`config.mk`:
```
export PLATFORM = sky130hd
export DESIGN_NAME = md5_step_stage
export DESIGN_NICKNAME = d
export VERILOG_FILES = /design/src/rtl/md5_pkg.sv /design/src/rtl/md5_step_stage.sv
export SDC_FILE = /design/constraint.sdc
export NUM_CORES = 1
export LEC_CHECK = 0
export ABC_AREA = 0
export CAP_MARGIN = 20
export CORE_ASPECT_RATIO = 1.1
export CORE_MARGIN = 3
export CORE_UTILIZATION = 35
export CTS_CLUSTER_SIZE = 10
export DETAILED_ROUTE_END_ITERATION = 8
export GPL_ROUTABILITY_DRIVEN = 0
export GPL_TIMING_DRIVEN = 0
export PLACE_DENSITY = 0.66
export SLEW_MARGIN = 10
export SYNTH_ARGS = -nofsm -noshare
export SYNTH_HDL_FRONTEND = slang
export SYNTH_SLANG_ARGS = --single-unit
```
`constraint.sdc`:
```
create_clock -name clk -period 0.8 [get_ports clk]
set_input_delay 0.16 -clock clk [delete_from_list [all_inputs] [get_ports clk]]
set_output_delay 0.16 -clock clk [all_outputs]
set_load 0.02 [all_outputs]
```
`src/rtl/md5_pkg.sv`:
```
// Shared MD5 definitions: word type, per-step constant tables, round functions,
// rotate helper and message-word schedule used by the step pipeline.
package md5_pkg;

    typedef logic [31:0] word_t;

    localparam int unsigned MD5_STEPS = 64;

    // Additive constants K[i] = floor(abs(sin(i+1)) * 2^32)
    localparam word_t MD5_K [MD5_STEPS] = '{
        32'hd76aa478, 32'he8c7b756, 32'h242070db, 32'hc1bdceee,
        32'hf57c0faf, 32'h4787c62a, 32'ha8304613, 32'hfd469501,
        32'h698098d8, 32'h8b44f7af, 32'hffff5bb1, 32'h895cd7be,
        32'h6b901122, 32'hfd987193, 32'ha679438e, 32'h49b40821,
        32'hf61e2562, 32'hc040b340, 32'h265e5a51, 32'he9b6c7aa,
        32'hd62f105d, 32'h02441453, 32'hd8a1e681, 32'he7d3fbc8,
        32'h21e1cde6, 32'hc33707d6, 32'hf4d50d87, 32'h455a14ed,
        32'ha9e3e905, 32'hfcefa3f8, 32'h676f02d9, 32'h8d2a4c8a,
        32'hfffa3942, 32'h8771f681, 32'h6d9d6122, 32'hfde5380c,
        32'ha4beea44, 32'h4bdecfa9, 32'hf6bb4b60, 32'hbebfbc70,
        32'h289b7ec6, 32'heaa127fa, 32'hd4ef3085, 32'h04881d05,
        32'hd9d4d039, 32'he6db99e5, 32'h1fa27cf8, 32'hc4ac5665,
        32'hf4292244, 32'h432aff97, 32'hab9423a7, 32'hfc93a039,
        32'h655b59c3, 32'h8f0ccc92, 32'hffeff47d, 32'h85845dd1,
        32'h6fa87e4f, 32'hfe2ce6e0, 32'ha3014314, 32'h4e0811a1,
        32'hf7537e82, 32'hbd3af235, 32'h2ad7d2bb, 32'heb86d391
    };

    localparam int unsigned MD5_S [MD5_STEPS] = '{
        7, 12, 17, 22,  7, 12, 17, 22,  7, 12, 17, 22,  7, 12, 17, 22,
        5,  9, 14, 20,  5,  9, 14, 20,  5,  9, 14, 20,  5,  9, 14, 20,
        4, 11, 16, 23,  4, 11, 16, 23,  4, 11, 16, 23,  4, 11, 16, 23,
        6, 10, 15, 21,  6, 10, 15, 21,  6, 10, 15, 21,  6, 10, 15, 21
    };

    function automatic word_t rotl32(input word_t x, input int unsigned s);
        return (x << s) | (x >> (32 - s));
    endfunction

    function automatic word_t md5_f(input word_t b, input word_t c, input word_t d);
        return (b & c) | (~b & d);
    endfunction

    function automatic word_t md5_g(input word_t b, input word_t c, input word_t d);
        return (b & d) | (c & ~d);
    endfunction

    function automatic word_t md5_h(input word_t b, input word_t c, input word_t d);
        return b ^ c ^ d;
    endfunction

    function automatic word_t md5_i(input word_t b, input word_t c, input word_t d);
        return c ^ (b | ~d);
    endfunction

    // Index of the message word consumed by step i.
    function automatic logic [3:0] md5_msg_idx(input int unsigned i);
        int unsigned idx;
        if (i < 16)      idx = i;
        else if (i < 32) idx = (5 * i + 1) % 16;
        else if (i < 48) idx = (3 * i + 5) % 16;
        else             idx = (7 * i) % 16;
        return idx[3:0];
    endfunction

endpackage

```
`src/rtl/md5_step_stage.sv`:
```
// One MD5 compression step as a single registered pipeline stage.
// Latency: 1 cycle. Backpressure: none; accepts a new step every cycle.
// Data registers hold on idle cycles; o_valid follows i_valid each edge.
module md5_step_stage
    import md5_pkg::*;
#(
    parameter int unsigned ROUND     = 0,
    parameter word_t       T_CONST   = 32'hd76aa478,
    parameter int unsigned LROT_BITS = 7
) (
    input  logic  clk,
    input  logic  reset,
    input  word_t message,
    input  logic  i_valid,
    input  word_t i_a,
    input  word_t i_b,
    input  word_t i_c,
    input  word_t i_d,
    output logic  o_valid,
    output word_t o_a,
    output word_t o_b,
    output word_t o_c,
    output word_t o_d
);

    word_t w_fn;
    word_t w_sum;
    word_t w_rot;

    logic  r_valid;
    word_t r_a;
    word_t r_b;
    word_t r_c;
    word_t r_d;

    if (ROUND > 63) begin : g_bad_round
        $fatal(1, "md5_step_stage: ROUND must be 0..63");
    end

    if (LROT_BITS < 1 || LROT_BITS > 31) begin : g_bad_rot
        $fatal(1, "md5_step_stage: LROT_BITS must be 1..31");
    end

    if (ROUND < 16) begin : g_fn_f
        assign w_fn = md5_f(i_b, i_c, i_d);
    end else if (ROUND < 32) begin : g_fn_g
        assign w_fn = md5_g(i_b, i_c, i_d);
    end else if (ROUND < 48) begin : g_fn_h
        assign w_fn = md5_h(i_b, i_c, i_d);
    end else begin : g_fn_i
        assign w_fn = md5_i(i_b, i_c, i_d);
    end

    assign w_sum = i_a + w_fn + message + T_CONST;
    // Constant rotate: pure wiring, no shifter.
    assign w_rot = {w_sum[31-LROT_BITS:0], w_sum[31:32-LROT_BITS]};

    always_ff @(posedge clk or negedge reset) begin
        if (!reset) begin
            r_valid <= 1'b0;
            r_a     <= '0;
            r_b     <= '0;
            r_c     <= '0;
            r_d     <= '0;
        end else begin
            r_valid <= i_valid;
            if (i_valid) begin
                r_a <= i_d;
                r_b <= i_b + w_rot;
                r_c <= i_b;
                r_d <= i_c;
            end
        end
    end

    assign o_valid = r_valid;
    assign o_a     = r_a;
    assign o_b     = r_b;
    assign o_c     = r_c;
    assign o_d     = r_d;

endmodule

```
* Word-level counts from Yosys, hierarchy flattened
Index checks and enable logic that the tools add are counted.
Storage, ports and cells: logic and storage cells 13, bits of input ports 163, register bits after elaboration 129, output and inout bits 129
Cells by class: bitwise gates (word level) 4, $add $sub $neg 4
Operators with widths (number):
- adder 32 bit | 3
- bitwise AND 32 bit | 2
- adder 32 bit, second input constant | 1
- inverter 32 bit | 1
- bitwise OR 32 bit | 1

* Longest topological paths before layout
Gate-level depths: netlist (run 1).
depth after elaboration 7, gate-level depth with buffers 24

* Least setup slack after synthesis (run 1)
No wires, ideal clock.
path kind input to register, start in i_b[9], end reg r_b[20], in the netlist o_b[20], cell stages on the path 23, required time 0.675 ns, setup time 0.125 ns, path slack -4.338 ns, path buffers 0, arrival 5.013 ns, cell sequence mux2i_1 -> fa_1 -> inv_1 -> fa_1 -> ha_1 -> and4_1 -> and2_1 -> a221o_1 -> a31o_2 -> a211oi_2 -> o31ai_1 -> a21oi_1 -> xnor2_1 -> ha_1 -> fa_1 -> a211oi_2 -> o21ai_1 -> o211ai_1 -> nand3_2 -> a41oi_1 -> o21ai_0 -> xnor2_1 -> mux2_2
On the way: longest elaborated chain between the ends 7
RTL lines:
- start, declared | line md5_step_stage.sv:16 | input word_t i_b,
- inverter 32 bit | line md5_pkg.sv:41 | return (b & c) | (~b & d);
- bitwise AND 32 bit | line md5_pkg.sv:41
- bitwise OR 32 bit | line md5_pkg.sv:41
- adder 32 bit (3 in a row) | line md5_step_stage.sv:54 | assign w_sum = i_a + w_fn + message + T_CONST;
- adder 32 bit * | line md5_step_stage.sv:69 | r_b <= i_b + w_rot;
- end signal, assigned | line md5_step_stage.sv:69
- end, declared | line md5_step_stage.sv:32 | word_t r_b;
Mark *: on every way between the ends. The rest lies on a longest branch, timed or not. A chain may end at the register's enable or synchronous reset.

* Final worst setup path (run 1)
start in i_b[9], end reg r_b[18], in the netlist o_b[18]
Same word-level chain as after synthesis.

==> results of run 1 <==
[power by group through the flow]
stage / registers [W] / clock network [W] / logic (W)
finish: 0.00896 / 0.00856 / 0.0342
global route: 0.00912 / 0.00899 / 0.0370
CTS: 0.00891 / 0.00876 / 0.0319
detailed placement: 0.00874 / 0 / 0.0262
global placement: 0.00871 / 0 / 0.0259
floorplan: 0.0103 / 0 / 0.0166
[routing by layer]
layer | GRT usage [%] | wire length (um) | up-vias | share of wire (%)
li1 | - | - | 4195 | -
met5 | 0 | 0 | - | 0
met3 | 5.41 | 2430 | 39 | 7.2
met4 | 5.70 | 611 | 0 | 1.8
met2 | 38.9 | 17000 | 295 | 50
met1 | 27.9 | 13900 | 4310 | 41
[what timing repair did]
action,4_1_cts,5_1_grt
resized for setup,1095,88
setup buffers,99,49
cloned,11,0
endpoints found under the hold margin,73,63
pin swaps,100,55
endpoints found under the setup margin,257,254
[final cells by class]
class,count,share of cell area [%]
Antenna cell,1,0.0148
Buffer,15,1.59
Clock buffer,20,2.64
Clock inverter,12,1.06
Inverter,138,3.07
Multi-Input combinational cell,649,42.9
Sequential cell,129,19.1
Tap cell,357,2.64
Timing Repair Buffer,443,27.0
[per-stage QoR]
step,instance area [um2],std cells
floorplan,10500,934
global placement,13800,1582
detailed placement,13900,1583
CTS,16400,1733
global route,16900,1764
finish,16900,1764
[worst max path at each step]
stage                    to  startpoint  slack, ns  cells after the start
floorplan           o_b[18]     i_b[11]      -4.09                     24
global placement    o_a[29]       reset      -6.07                      1
detailed placement  o_b[28]      i_b[1]      -5.45                     24
CTS                 o_b[18]      i_b[9]      -4.25                     24
global route        o_b[18]      i_d[7]      -4.39                     24
finish              o_b[18]      i_b[9]      -4.23                     24
[logic make-up (layout without fill, tap and decap cells)]
family	after synthesis	after routing	share of synthesized area, %
DFF	129	129	33.2
AOI/OAI and AO/OA	192	192	13.6
and+or+nand+nor	136	136	7.21
other	0	1	0
xor gates and xnor gates	48	48	4.33
buffers and inverters	156	628	6.11
adders and majority gates	123	123	18.4
muxes	150	150	17.1
[synth_stat cells (all sizes together), types with 6 or more instances]
master and n:
a21o 29, and3 6, mux2i 21, ha 90, nor3 14, dfrtp 129
clkbuf 16, xnor2 33, nand3 13, nand2b 10, o21a 6, nor2 34
o211ai 6, o21ai 37, a211oi 12, a21oi 53, inv 138, xor2 15
fa 33, nand2 28, o21bai 7, mux2 129
[state kept, by name (all words and copies together), names as in the netlist]
name	count
o_a	32
o_b	32
o_c	32
o_d	32
o_valid	1
==> results.yml, run 1 <==
detailed_routing:
  drt-pass1-iter-count: 5
  drt-wirelength-per-cell_um: 19.2
  drtIter0Drc: 498
  num_vias: 8839
  drcViolationCount: 0
  postRouteWirelength_mm: 33.9
  vias_per_cell: 5.01
  antenna_left: 0
layout:
  utilization_pct: 62.4
  nFillCells: 2177
  final_cell_mix: "buf_6 (171), dfrtp_1 (129), inv_1 (113), mux2_4 (92), clkdlybuf4s50_1 (88)"
  multi_input_area_um2: 7270
  drive_above_1_share_pct: 44.7
  area_growth_pct: 74.3
  layout.nets: 1679
  regArea_um2: 3230
  final_common_cell: "buf_6"
timing:
  max_freq_mhz: 199
  hold-worst-slack_ns: -0.293
  period_needed_ns: 5.03
  finalSetupViolCount: 208
  finalCritPeriodShare_pct: 628
  worstMarginPinSlew_ns: 0.882
  fin_setup_tns_ns: -168.33
  clock_skew_ns: 0
  timing.slew.headroom_pct: 41.2
  finalHoldViolCount: 63
  setup_ws_ns: -4.23
  drv_slew: 0
  rsz0062_at_grt: "yes"
floorplan:
  io_pins: 292
  core_area_um2: 27100
  die_width_um: 165
  row_count: 63
  chipHeight_um: 181
  die-area_um2: 29800
  start_util_pct: 35.8
synth:
  synth_area_um2: 9710
  syn-num-nets: 1220
  synth_edf_count: 0
  synthFlopType: "dfrtp_1"
  seq_area_frac_synth_pct: 33.2
  synth_area_leader_cell: "dfrtp_1"
  async_flop_share_pct: 100
  synth_top_cell_area_share_pct: 33.2
  synthTopCellsByArea: "dfrtp_1 (33%), mux2_2 (15%), ha_1 (12%)"
  ys_types: 67
  syn_inst: 934
  synth-warning-count: 0
  ys_ff_latch: 129
  avgSynthCellArea_um2: 10.4
power_and_ir_drop:
  switchingPower_w: 0.0210
  power_switching_share_pct: 40.7
  finalPower_w: 0.0517
  intPower_w: 0.0306
  seq_power_share_pct: 17.3
  powerDensity_nw_per_um2: 3050
  combinationalPowerShare_pct: 66.1
  p_leak_nw: 8.05
  ir_drop_uv: 1570
  p_clk_share_pct: 16.6
critical_path:
  r2r_end: "o_b[9]"
  cpPeakStageDelay_ns: 0.45
  r2r_setup_slack_ns: -0.22
  critPathMaxFanout: 5
  critPathTopFamily: "compound AO/OA/AOI/OAI gates"
  worstPathCellList: "buf_12, mux2i_4, fa_2, inv_2, fa_2, ha_4, and4_1, and2_4, a221o_1, a31o_4, a211oi_4, o31ai_2, a21oi_2, xnor2_2, ha_2, fa_2, a211oi_4, o21ai_1, o211ai_1, nand3_2, a31o_4, a211oi_2, xnor2_1, mux2_4"
  path_buf_inv: 2
  cpMostUsedCell: "fa_2"
  crit_path_end_kind: "flip-flop"
  rr_startpoint: "o_b[9]"
  reg2reg_depth: 3
  cp_slowest_cell: "fa_2"
  crit_type: "primary input to flip-flop"
  start_kind: "primary input"
  worstPathArrival_ns: 5.34
  worstPathRequired_ns: 1.11
global_routing:
  antenna_found_initial: 1
  grt_pass1_wl_mm: 51.6
  first_global_vias: 9390
  overflow: 0
  grt_start_max_net_pins: 67
  track_usage_pct: 22.4
status:
  violations: "hold timing, setup timing"
  outcome: "finished, violations left"
cts:
  clock-sinks: 129
  cts_tree: "built"
  clkTransAtPathRegs_ns: 0.06
  ctsHoldBuffers: 10
  cts.htree.levels: 4
  insertion_delay_ns: 0.43
  cts_buffers: 17
  clock_path_buffers: 2
  cts_root_buf: "clkbuf_16"
run:
  cap_violations: 0
worst_hold_path:
  hold_path.class: "primary input to async pin"
placed_design:
  pre_cts_ws_ns: -5.45
  detailed_place_hpwl_mm: 23.6
  portBuffers: 291
Power figures use the tool's default switching activity.
==> run 2, diff against run 1 <==
--- a/config.mk
+++ b/config.mk
@@ -7,7 +7,6 @@
 export LEC_CHECK = 0
 export ABC_AREA = 0
 export CAP_MARGIN = 20
-export CORE_ASPECT_RATIO = 1.1
 export CORE_MARGIN = 3
 export CORE_UTILIZATION = 35
 export CTS_CLUSTER_SIZE = 10
==> results.yml, run 2 (synthesis results as in run 1) <==
detailed_routing:
  drtIter0Drc: 387
  num_vias: 8915
  postRouteWirelength_mm: 34.8
  drcViolationCount: 0
  top_layer_used: "met4"
  antenna_left: 0
  wl_met1_mm: 15.1
  drt-wirelength-per-cell_um: 19.5
  vias_per_cell: 4.99
  drt-pass1-iter-count: 5
  routed-wl-met3_mm: 2.17
  routed-wl-met2_mm: 16.8
power_and_ir_drop:
  switchingPower_w: 0.0215
  power_switching_share_pct: 41.1
  powerDensity_nw_per_um2: 3070
  intPower_w: 0.0309
  combinationalPowerShare_pct: 67.5
  seq_power_share_pct: 17.1
  p_clk_share_pct: 15.4
  p_leak_nw: 8.17
  ir_drop_uv: 1920
floorplan:
  die_width_um: 173
  core_area_um2: 27100
  die-area_um2: 29800
  io_pins: 292
  row_count: 60
  start_util_pct: 35.8
  chipHeight_um: 173
global_routing:
  grt_start_max_net_pins: 84
  first_global_vias: 9410
  antenna_found_initial: 0
  track_usage_pct: 22.5
  grt_pass1_wl_mm: 53.1
  overflow: 0
timing:
  finalHoldViolCount: 46
  finalCritPeriodShare_pct: 643
  setup_ws_ns: -4.34
  clock_skew_ns: 0
  rsz0062_at_grt: "yes"
  max_freq_mhz: 194
  finalSetupViolCount: 225
  drv_slew: 0
  timing.slew.headroom_pct: 43.9
  hold-worst-slack_ns: -0.380
  worstMarginPinSlew_ns: 0.842
  period_needed_ns: 5.14
critical_path:
  critPathMaxFanout: 5
  crit_type: "primary input to flip-flop"
  start_kind: "primary input"
  worstPathArrival_ns: 5.45
  path_buf_inv: 5
  crit_start: "i_b[2]"
  cpPeakStageDelay_ns: 0.54
  rr_startpoint: "o_b[22]"
  worstPathRequired_ns: 1.11
  crit_path_end_kind: "flip-flop"
  critPathTopFamily: "compound AO/OA/AOI/OAI gates"
  r2r_setup_slack_ns: -0.20
  cp_slowest_cell: "or4b_1"
cts:
  cts_tree: "built"
  cts_buffers: 17
  cts.htree.levels: 4
  insertion_delay_ns: 0.42
  cts_root_buf: "clkbuf_16"
  clkTransAtPathRegs_ns: 0.07
  clock_path_buffers: 2
  clock-sinks: 129
worst_hold_path:
  hold_path.class: "primary input to async pin"
layout:
  final_cell_mix: "buf_6 (181), dfrtp_1 (129), inv_1 (104), mux2_4 (93), buf_4 (90)"
  layout.nets: 1688
  area_growth_pct: 75.6
  final_area_um2: 17100
  final_common_cell: "buf_6"
  finalNonFillerCells: 1786
  antenna-diode-count: 0
  drive_above_1_share_pct: 46.6
  nFillCells: 2180
placed_design:
  placed_area_um2: 13900
  pre_cts_ws_ns: -5.43
  dp.cells: 1598
  portBuffers: 291
  detailed_place_hpwl_mm: 23.6
status:
  violations: "hold timing, setup timing"
  outcome: "finished, violations left"
run:
  cap_violations: 0
[run 2: timing repair]
action                                  in CTS  in global routing
pin swaps                                   74                 58
gates resized for setup                   1066                154
cloned                                      10                  1
hold buffers                                 1                  4
endpoints found under the hold margin       47                 50
endpoints found under the setup margin     257                257
buffers inserted                           110                 49
[run 2: worst reg2reg max path, cell delays in order (launching register included)]
cell     delay, ns
dfrtp_1       0.39
buf_4         0.13
buf_4         0.12
mux2_2        0.25
[run 2: per-layer routing]
metal | global-route usage [%] | vias to the layer above
li1 | - | 4214
met1 | 29.1 | 4351
met2 | 38.3 | 306
met3 | 5.03 | 44
met4 | 5.75 | 0
met5 | 0 | -
[run 2: power groups by stage]
stage	clock [W]	sequential (W)	combinational, W
finish	0.00809	0.00893	0.0354
global route	0.00850	0.00909	0.0381
detailed placement	0	0.00875	0.0262
CTS	0.00823	0.00888	0.0322
floorplan	0	0.0103	0.0166
global placement	0	0.00871	0.0260
[run 2: stage by stage]
step / power, W / TNS, ns / hold WS, ns / util (%)
after floorplan: 0.0269 / -131.03 / -0.136 / -
after global placement: 0.0347 / -1065.76 / 0.462 / 51.1
after detailed placement: 0.0350 / -288.29 / 0.0940 / 51.2
after CTS: 0.0493 / -177.03 / -0.366 / 60.7
after global routing: 0.0557 / -179.67 / -0.349 / 62.9
final: 0.0524 / -172.08 / -0.380 / 62.9
[run 2: layout make-up]
class / instances / area, um2 / area share (%)
multi-input cells: 649 / 7290 / 42.7
repair buffers: 450 / 4660 / 27.3
flip-flops and latches: 129 / 3230 / 18.9
inverters: 138 / 520 / 3.05
well taps: 372 / 465 / 2.73
clock buffers: 19 / 453 / 2.66
plain buffers: 17 / 305 / 1.79
clock inverters: 12 / 135 / 0.792
[run 2: worst paths after layout]
| check | end | cells after the start |
|---|---|---|
| max reg2reg | o_b[22] | 3 |
| min in group clk | o_a[8] | 2 |
| min reg2reg | o_b[3] | 1 |
| max | o_b[20] | 26 |
| max in group asynchronous | o_c[19] | 2 |
| min | o_d[2] | 1 |
